**src/rtl/spi_arb_pkg.sv**
```systemverilog
// Shared types and constants for the SPI byte-engine arbiter.
package spi_arb_pkg;
  typedef enum logic [2:0] {IDLE, OWNED, XFER, GAP, RELEASE} arb_state_e;

  localparam int CS_FLASH = 0;
  localparam int CS_SD    = 1;
  localparam logic [7:0] READ_FILL = 8'hFF;

  function automatic int max2(input int a, input int b);
    return (a > b) ? a : b;
  endfunction
endpackage

```
**src/rtl/spi_bus_arbiter_rr_arb2.sv**
```systemverilog
// Two-way round-robin pick; remembers the last owner so a contested grant alternates.
module rr_arb2 (
  input  logic       clk,
  input  logic       rst_n,
  input  logic [1:0] req,
  input  logic       upd,
  input  logic       upd_owner,
  output logic       pick,
  output logic       any
);
  logic last_owner;

  always_ff @(posedge clk) begin
    if (!rst_n)   last_owner <= 1'b1;
    else if (upd) last_owner <= upd_owner;
  end

  always_comb begin
    any  = |req;
    pick = (req == 2'b11) ? ~last_owner : req[1];
  end
endmodule

```
**src/rtl/spi_bus_arbiter.sv**
```systemverilog
// Shares one SPI byte engine between the boot loader (req 0) and the CPU port (req 1),
// timing the engine's level-held strobes since the engine itself reports no busy.
module spi_bus_arbiter
  import spi_arb_pkg::*;
#(
  parameter int XFER_CYCLES = 17,
  parameter int GAP_CYCLES  = 2,
  parameter int NUM_CS      = 2,
  localparam int CSW        = (NUM_CS > 1) ? $clog2(NUM_CS) : 1
) (
  input  logic              clk,
  input  logic              rst_n,
  input  logic [1:0]        req_lock,
  input  logic [1:0]        req_start,
  input  logic [1:0]        req_rd,
  input  logic [15:0]       req_din,
  input  logic [2*CSW-1:0]  req_cs_sel,
  output logic [1:0]        grant,
  output logic              busy,
  output logic [1:0]        done,
  output logic [7:0]        rdata,
  output logic              eng_send,
  output logic              eng_recv,
  output logic [7:0]        eng_din,
  input  logic [7:0]        eng_dout,
  output logic [NUM_CS-1:0] cs_n
);
  localparam int CNTW = $clog2(max2(XFER_CYCLES, GAP_CYCLES) + 1);
  localparam logic [CNTW-1:0] XFER_LAST = CNTW'(XFER_CYCLES - 1);
  localparam logic [CNTW-1:0] GAP_LAST  = CNTW'(GAP_CYCLES - 1);

  arb_state_e      state, state_nx;
  logic [CNTW-1:0] cnt;
  logic            owner, rd_lat;
  logic [7:0]      din_lat;
  logic [CSW-1:0]  sel_lat, cs_pick;
  logic            pick, any, owned;

  rr_arb2 u_rr (
    .clk       (clk),
    .rst_n     (rst_n),
    .req       (req_lock),
    .upd       (state == RELEASE),
    .upd_owner (owner),
    .pick      (pick),
    .any       (any)
  );

  assign cs_pick = pick ? req_cs_sel[2*CSW-1:CSW] : req_cs_sel[CSW-1:0];

  always_comb begin
    state_nx = state;
    case (state)
      IDLE:    if (any) state_nx = OWNED;
      OWNED:   if (!req_lock[owner])      state_nx = RELEASE;
               else if (req_start[owner]) state_nx = XFER;
      XFER:    if (cnt == XFER_LAST) state_nx = GAP;
      GAP:     if (cnt == GAP_LAST)  state_nx = req_lock[owner] ? OWNED : RELEASE;
      RELEASE: state_nx = IDLE;
      default: state_nx = IDLE;
    endcase
  end

  always_ff @(posedge clk) begin
    if (!rst_n) begin
      state   <= IDLE;
      cnt     <= '0;
      owner   <= 1'b0;
      rd_lat  <= 1'b0;
      din_lat <= READ_FILL;
      sel_lat <= '0;
      rdata   <= 8'h00;
    end else begin
      state <= state_nx;
      if (state_nx != state)                cnt <= '0;
      else if (state == XFER || state == GAP) cnt <= cnt + 1'b1;
      if (state == IDLE && any) begin
        owner   <= pick;
        sel_lat <= cs_pick;
      end
      if (state == OWNED && state_nx == XFER) begin
        rd_lat  <= req_rd[owner];
        din_lat <= owner ? req_din[15:8] : req_din[7:0];
      end
      // Engine data is only valid while the read strobe is still held.
      if (state == XFER && cnt == XFER_LAST && rd_lat) rdata <= eng_dout;
    end
  end

  always_comb begin
    owned    = (state == OWNED) || (state == XFER) || (state == GAP);
    grant    = owned ? (owner ? 2'b10 : 2'b01) : 2'b00;
    busy     = (state == XFER) || (state == GAP);
    done     = (state == GAP && cnt == '0) ? grant : 2'b00;
    eng_send = (state == XFER) && !rd_lat;
    eng_recv = (state == XFER) && rd_lat;
    eng_din  = eng_send ? din_lat : READ_FILL;
    cs_n     = '1;
    if (owned) cs_n[sel_lat] = 1'b0;
  end
endmodule

```
**config.mk**
```make
export PLATFORM = sky130hd
export DESIGN_NAME = spi_bus_arbiter
export DESIGN_NICKNAME = d
export VERILOG_FILES = /design/src/rtl/spi_arb_pkg.sv /design/src/rtl/spi_bus_arbiter_rr_arb2.sv /design/src/rtl/spi_bus_arbiter.sv
export SDC_FILE = /design/constraint.sdc
export NUM_CORES = 1
export LEC_CHECK = 0
export ABC_AREA = 1
export CORE_ASPECT_RATIO = 1.25
export CORE_MARGIN = 2
export CORE_UTILIZATION = 53
export CTS_CLUSTER_SIZE = 16
export DETAILED_ROUTE_END_ITERATION = 10
export DONT_BUFFER_PORTS = 1
export PLACE_DENSITY = 0.73
export SLEW_MARGIN = 20
export SYNTH_ARGS = -nofsm -noshare
export SYNTH_HDL_FRONTEND = slang
export SYNTH_HIERARCHICAL = 1
export SYNTH_SLANG_ARGS = --single-unit
```
**constraint.sdc**
```tcl
create_clock -name clk -period 3.1 [get_ports clk]
set_input_delay 0.31 -clock clk [delete_from_list [all_inputs] [get_ports clk]]
set_output_delay 0.31 -clock clk [all_outputs]
set_load 0.01 [all_outputs]
```
==> impl_metrics.ini, run 1 <==
[status]
status = finished clean

[detailed_routing]
firstDrtPassIters = 6
vias = 1311
drtIter0Drc = 9
ant_nets = 0
drc = 0
routed_wl_mm = 3.01
wl_per_cell_um = 11.5
avgViaCountPerCell = 5.00

[synthesis]
synth.distinct_cells = 28
yosysWarningCount = 6
synth_cells = 229
avgSynthCellArea_sq_um = 6.56
synth_area_leaders = dfxtp_1 37%, nand2_1 15%, nor2_1 9.2%
yosys.area.top_type = dfxtp_1
synthesis.area_sq_mm = 0.00150
synth_nets = 266
yosysSeqAreaShare_pct = 37.3
synth_top_area_share_pct = 37.3
ys_seq_elements = 28

[sta]
totalNegativeSetupSlack_ns = 0
slew_headroom_pct = 65.1
worst_pin_slew_ns = 0.522
skew_ns = 0.0133
min_period_ns = 1.95
whs_ns = 0.0476
setup_violations = 0
rsz0062_at_grt = false
fin_crit_sh_pct = 62.9
hold_violations = 0
final_max_slew_viol_count = 0
fmax_mhz = 513

[floorplan]
die-area_sq_mm = 0.00328
initial_core_util_pct = 56.1
core_sq_mm = 0.00268
die_h_um = 63.5
die_x_um = 51.6
ioPinCount = 59
std_cell_rows = 21

[global_route]
grt_max_degree = 19
grt_pass1_vias = 1259
grt_usage_pct = 20.6
grt_pass1_wl_mm = 5.25
antenna_found_initial = 0
grt_remaining_overflow = 0

[power_and_ir_drop]
vdd_drop_max_mv = 0.363
pwr-share-clk_pct = 24.2
internal_power_w = 0.000628
switching_share_pct = 36.9
p_sw_w = 0.000368
power_density_mw_per_mm2 = 634
combPwrFrac_pct = 31.7
p_leak_nw = 0.755
p_seq_share_pct = 44.1

[final_layout]
nNetsFinal = 266
layout_common_cells = 62 x nand2_1, 37 x nor2_1, 28 x dfxtp_1
drive_above_1_share_pct = 11.0
final_common_cell = nand2_1
n_antenna_cell = 0
area_delta_synth_final_pct = 4.50

[clock_network]
path_clk_slew_ns = 0.16
cts_sinks = 28
cts_buffer_depth = 2
cts_tree = yes
post-cts-setup-buffers = 0
cts-resized-gates = 0
cts_root_buf = clkbuf_4
htreeDepth = 1
cts_made_buffers = 3
holdBufCountCts = 0
clock_latency_ns = 0.34

[worst_setup_path]
worstPathRequired_ns = 2.79
cp_data_arrival_time_ns = 1.64
critPathCaptureType = output pin
crit_fanout = 16
criticalPathCategory = reg2out
worstSetupStartpointType = register

[flow_run]
max_cap_viol_count = 0

[place]
dp_hpwl_mm = 2.38
portBuffers = 0
gp_congestion = 0.851

[worst_hold_path]
hp-class = in2reg
-- metrics by stage --
step	cells	area [sq um]	util (%)	total power, W	setup slack [ns]
after global placement	258	1520	56.6	0.000765	1.42
final	262	1570	58.6	0.000996	1.15
after floorplan	229	1500	-	0.000718	1.72
after CTS	262	1570	58.6	0.00100	1.15
after global routing	262	1570	58.6	0.00108	0.990
after detailed placement	258	1520	56.6	0.000768	1.38
-- final cells by class --
type,count,area (sq um)
clock inverters,1,30.0
flip-flops and latches,28,561
inverters,33,124
fillers,301,1110
clock buffers,3,22.5
well taps,34,42.5
multi-input cells,163,791
-- power by group through the flow --
stage / combinational (W) / clock, W / sequential (W)
2_1_floorplan: 0.000287 / 0 / 0.000431
3_3_place_gp: 0.000319 / 0 / 0.000446
4_1_cts: 0.000322 / 0.000243 / 0.000439
5_1_grt: 0.000372 / 0.000260 / 0.000445
3_5_place_dp: 0.000320 / 0 / 0.000447
6_report: 0.000316 / 0.000241 / 0.000439
-- critical path, stage by stage, from the launching register on --
cell	delay (ns)
dfxtp_1	0.68
inv_2	0.23
nor3_1	0.39
-- registers in the layout (all words and copies together) (netlist names) --
| signal | count |
|---|---|
| cnt | 5 |
| din_lat | 8 |
| state | 3 |
| sel_lat | 1 |
| owner | 1 |
| u_rr/last_owner | 1 |
| rdata | 8 |
| rd_lat | 1 |
-- logic make-up after synthesis --
kind of cell    count (synthesis)  share of synthesized area, %
mux                             1                         0.749
buf+inv                        38                          10.1
compound gates                 34                          12.6
flops                          28                          37.3
fa+ha+maj                       3                          2.50
xor+xnor                        4                          2.33
simple gates                  121                          34.5
-- Yosys cell counts --
master    number
a21boi_1       1
a21oi_1        9
a21oi_2        1
a31oi_1        2
buf_2          1
buf_6          1
clkbuf_1       3
dfxtp_1       28
ha_1           3
inv_1         27
inv_2          6
mux2_2         1
nand2_1       62
nand2_2        4
nand3_1        5
nand3_2        1
nand4_1        2
nor2_1        37
nor2_2         2
nor2_4         3
nor3_1         3
o21ai_0       11
o21ai_1        8
o21ai_2        1
o21bai_2       1
or2_1          1
or2_2          1
xor2_1         4
-- worst paths after layout --
kind	start	to	slack [ns]	depth (start not counted)
setup / recovery	owner	done[1]	1.15	2
hold / removal	rst_n	u_rr/last_owner	0.05	1
hold reg to reg	din_lat[4]	din_lat[4]	0.48	2
setup reg to reg	owner	rd_lat	1.33	6
-- routing by layer --
| layer | global-route usage, % | vias up | wire (um) |
|---|---|---|---|
| li1 | - | 708 | - |
| met1 | 25.4 | 566 | 1330 |
| met2 | 32.9 | 32 | 1460 |
| met3 | 4.50 | 5 | 170 |
| met4 | 10.5 | 0 | 44 |
| met5 | 0 | - | 0 |
Note: power is estimated with default switching activity, not from simulation.
==> run 2, diff against run 1 <==
--- a/config.mk
+++ b/config.mk
@@ -5,7 +5,7 @@
 export SDC_FILE = /design/constraint.sdc
 export NUM_CORES = 1
 export LEC_CHECK = 0
-export ABC_AREA = 1
+export ABC_AREA = 0
 export CORE_ASPECT_RATIO = 1.25
 export CORE_MARGIN = 2
 export CORE_UTILIZATION = 53
==> constraint.sdc (replaced) <==
create_clock -name clk -period 1.8 [get_ports clk]
set_input_delay 0.18 -clock clk [delete_from_list [all_inputs] [get_ports clk]]
set_output_delay 0.18 -clock clk [all_outputs]
set_load 0.01 [all_outputs]
==> impl_metrics.ini, run 2 <==
[status]
status = finished clean

[clock_network]
cts_tree = yes
htreeDepth = 1
path_clk_slew_ns = 0.15
cts_root_buf = clkbuf_4
clock_latency_ns = 0.33
cts_sinks = 28
cts_made_buffers = 3
cts_buffer_depth = 2

[power_and_ir_drop]
vdd_drop_max_mv = 0.455
power_density_mw_per_mm2 = 706
p_leak_nw = 0.682
power_w = 0.00117

[detailed_routing]
vias = 1161
firstDrtPassIters = 4
avgViaCountPerCell = 5.81
drc = 0
drtIter0Drc = 16
routed_wl_mm = 3.14
wl_per_cell_um = 15.7
ant_nets = 0

[worst_setup_path]
r2r_start = state[0]
critPathCaptureType = output pin
worstPathCellList = inv_2 -> ha_4 -> nand3_1 -> nor4_2 -> buf_4
worst_path_max_delay_cell = dfxtp_1
worstSetupStartpointType = register
r2r_slack_ns = 0.16
regToRegEndpoint = din_lat[6]
criticalPathCategory = reg2out
worstPathRequired_ns = 1.62
critPathBufInv = 2
crit_family = flip-flops
slowest_delay_ns = 0.38
cp_data_arrival_time_ns = 1.53
r2r_cells = 5
crit_fanout = 4

[final_layout]
n_antenna_cell = 0
reg_top3 = din_lat (8), rdata (8), cnt (5)
nNetsFinal = 204
drive_above_1_share_pct = 21.1
layout_common_cells = 25 x dfxtp_1, 22 x mux2i_1, 17 x nand2_1
area_delta_synth_final_pct = 7.84
final_common_cell = dfxtp_1
fin_area_sq_mm = 0.00165

[flow_run]
max_cap_viol_count = 0

[sta]
min_period_ns = 1.71
rsz0062_at_grt = false
setup_violations = 0
slew_headroom_pct = 48.2
skew_ns = 0.00793
fmax_mhz = 586
hold_violations = 0
worst_pin_slew_ns = 0.775
final_max_slew_viol_count = 0
fin_crit_sh_pct = 94.8

[worst_hold_path]
worst_hold_path.endpoint = rdata[7]
holdPathStages = 2
hp-start = eng_dout[7]
hp-class = in2reg

[floorplan]
ioPinCount = 59
std_cell_rows = 21
initial_core_util_pct = 56.6
die-area_sq_mm = 0.00334
die_h_um = 64.1
die_x_um = 52.1
core_sq_mm = 0.00271

[global_route]
antenna_found_initial = 0
grt_pass1_vias = 1116
grt_usage_pct = 19.3
grt_remaining_overflow = 0
grt_max_degree = 22
grt_pass1_wl_mm = 4.95

[place]
post_dp_cell_area_sq_mm = 0.00157
gp_congestion = 0.865
dp_hpwl_mm = 2.37
portBuffers = 0

[synthesis]
synth_xor_xnor_area_share_pct = 1.14
synth.distinct_cells = 39
synth_compound_area_share_pct = 12.2
yosys.area.top_type = dfxtp_1
yosysSeqAreaShare_pct = 36.6
synth.area.mux_share_pct = 15.1
async_flop_share_pct = 0
synthMostInstantiatedCell = dfxtp_1
synth_nets = 200
synth_cells = 163
yosysWarningCount = 6
synth_top_area_share_pct = 36.6
synthSimpleGateAreaFrac_pct = 27.6
ys_seq_elements = 28
ys.flop_type = dfxtp_1
synth_top_family_by_area = simple AND/OR/NAND/NOR gates
synth_edf_count = 0
synth_area_leaders = dfxtp_1 37%, mux2i_1 14%, o211ai_2 6.5%
synthAdderAreaFrac_pct = 2.45
synthesis.area_sq_mm = 0.00153
synthTopCellsByCount = 28 x dfxtp_1, 22 x mux2i_1, 17 x nand2_1
avgSynthCellArea_sq_um = 9.40
## run 2: changes by cell type after synthesis, moves of 10 or more
cell      delta
nand2_1     -45
nand2b_1    +11
o21ai_0     -10
mux2i_1     +22
inv_1       -24
nor2b_1     +12
nor2_1      -28
## run 2: worst max-delay path by stage
stage                  start  depth (start not counted)          to
floorplan           state[0]                          7  din_lat[2]
global placement    state[0]                          5      rd_lat
detailed placement  state[0]                          5      rd_lat
CTS                   cnt[1]                          5     done[0]
global route          cnt[0]                          5     done[1]
finish                cnt[0]                          5     done[0]
## run 2: metrics by stage
stage | setup WS (ns) | hold slack [ns] | util (%) | setup TNS [ns] | std cells
3_5_place_dp | 0.0722 | 0.251 | 58.0 | 0 | 195
2_1_floorplan | 0.204 | 0.242 | - | 0 | 163
3_3_place_gp | 0.163 | 0.247 | 58.0 | 0 | 195
4_1_cts | -0.00251 | 0.0110 | 60.1 | -0.00251 | 200
6_report | 0.0928 | 0.0199 | 61.0 | 0 | 200
5_1_grt | 0.00993 | 0.0243 | 61.0 | 0 | 200
## run 2: layout make-up
class / instances / area [sq um]
well taps: 34 / 42.5
clock buffers: 4 / 36.3
flip-flops and latches: 28 / 564
inverters: 3 / 11.3
repair buffers: 9 / 73.8
multi-input cells: 122 / 923
fillers: 246 / 1050
## run 2: what timing repair did
action	CTS	global route
gates resized for setup	2	9
setup buffers	0	0
cloned	0	0
setup endpoints to repair	2	19
hold buffers	1	0
pin swaps	0	1
hold endpoints to repair	21	0
## run 2: cell families after synthesis
group / count (synthesis)
AOI/OAI and AO/OA: 21
xor gates and xnor gates: 2
adders and majority gates: 3
buffers and inverters: 13
DFF: 28
muxes: 23
and+or+nand+nor: 73
## run 2: worst reg2reg max path, cell delays in order, from the launching register on
cell      delay [ns]
dfxtp_2         0.46
nand2b_2        0.12
or4_1           0.50
buf_4           0.22
nand2_1         0.11
o211ai_2        0.08
## run 2: metal layers
metal,up-vias,GRT usage [%],wire length [um],part of all wire (%)
li1,581,-,-,-
met1,542,24.2,1300,41
met2,34,32.9,1640,52
met3,4,2.57,163,5.2
met4,0,7.24,38,1.2
met5,-,0,0,0
## run 2: where the power goes
group / total [W] / internal, W / switching, W
clock: 0.000307 / 0.000124 / 0.000183
combinational: 0.000191 / 0.0000835 / 0.000108
sequential: 0.000668 / 0.000645 / 0.0000228
total: 0.00117 / 0.000852 / 0.000314
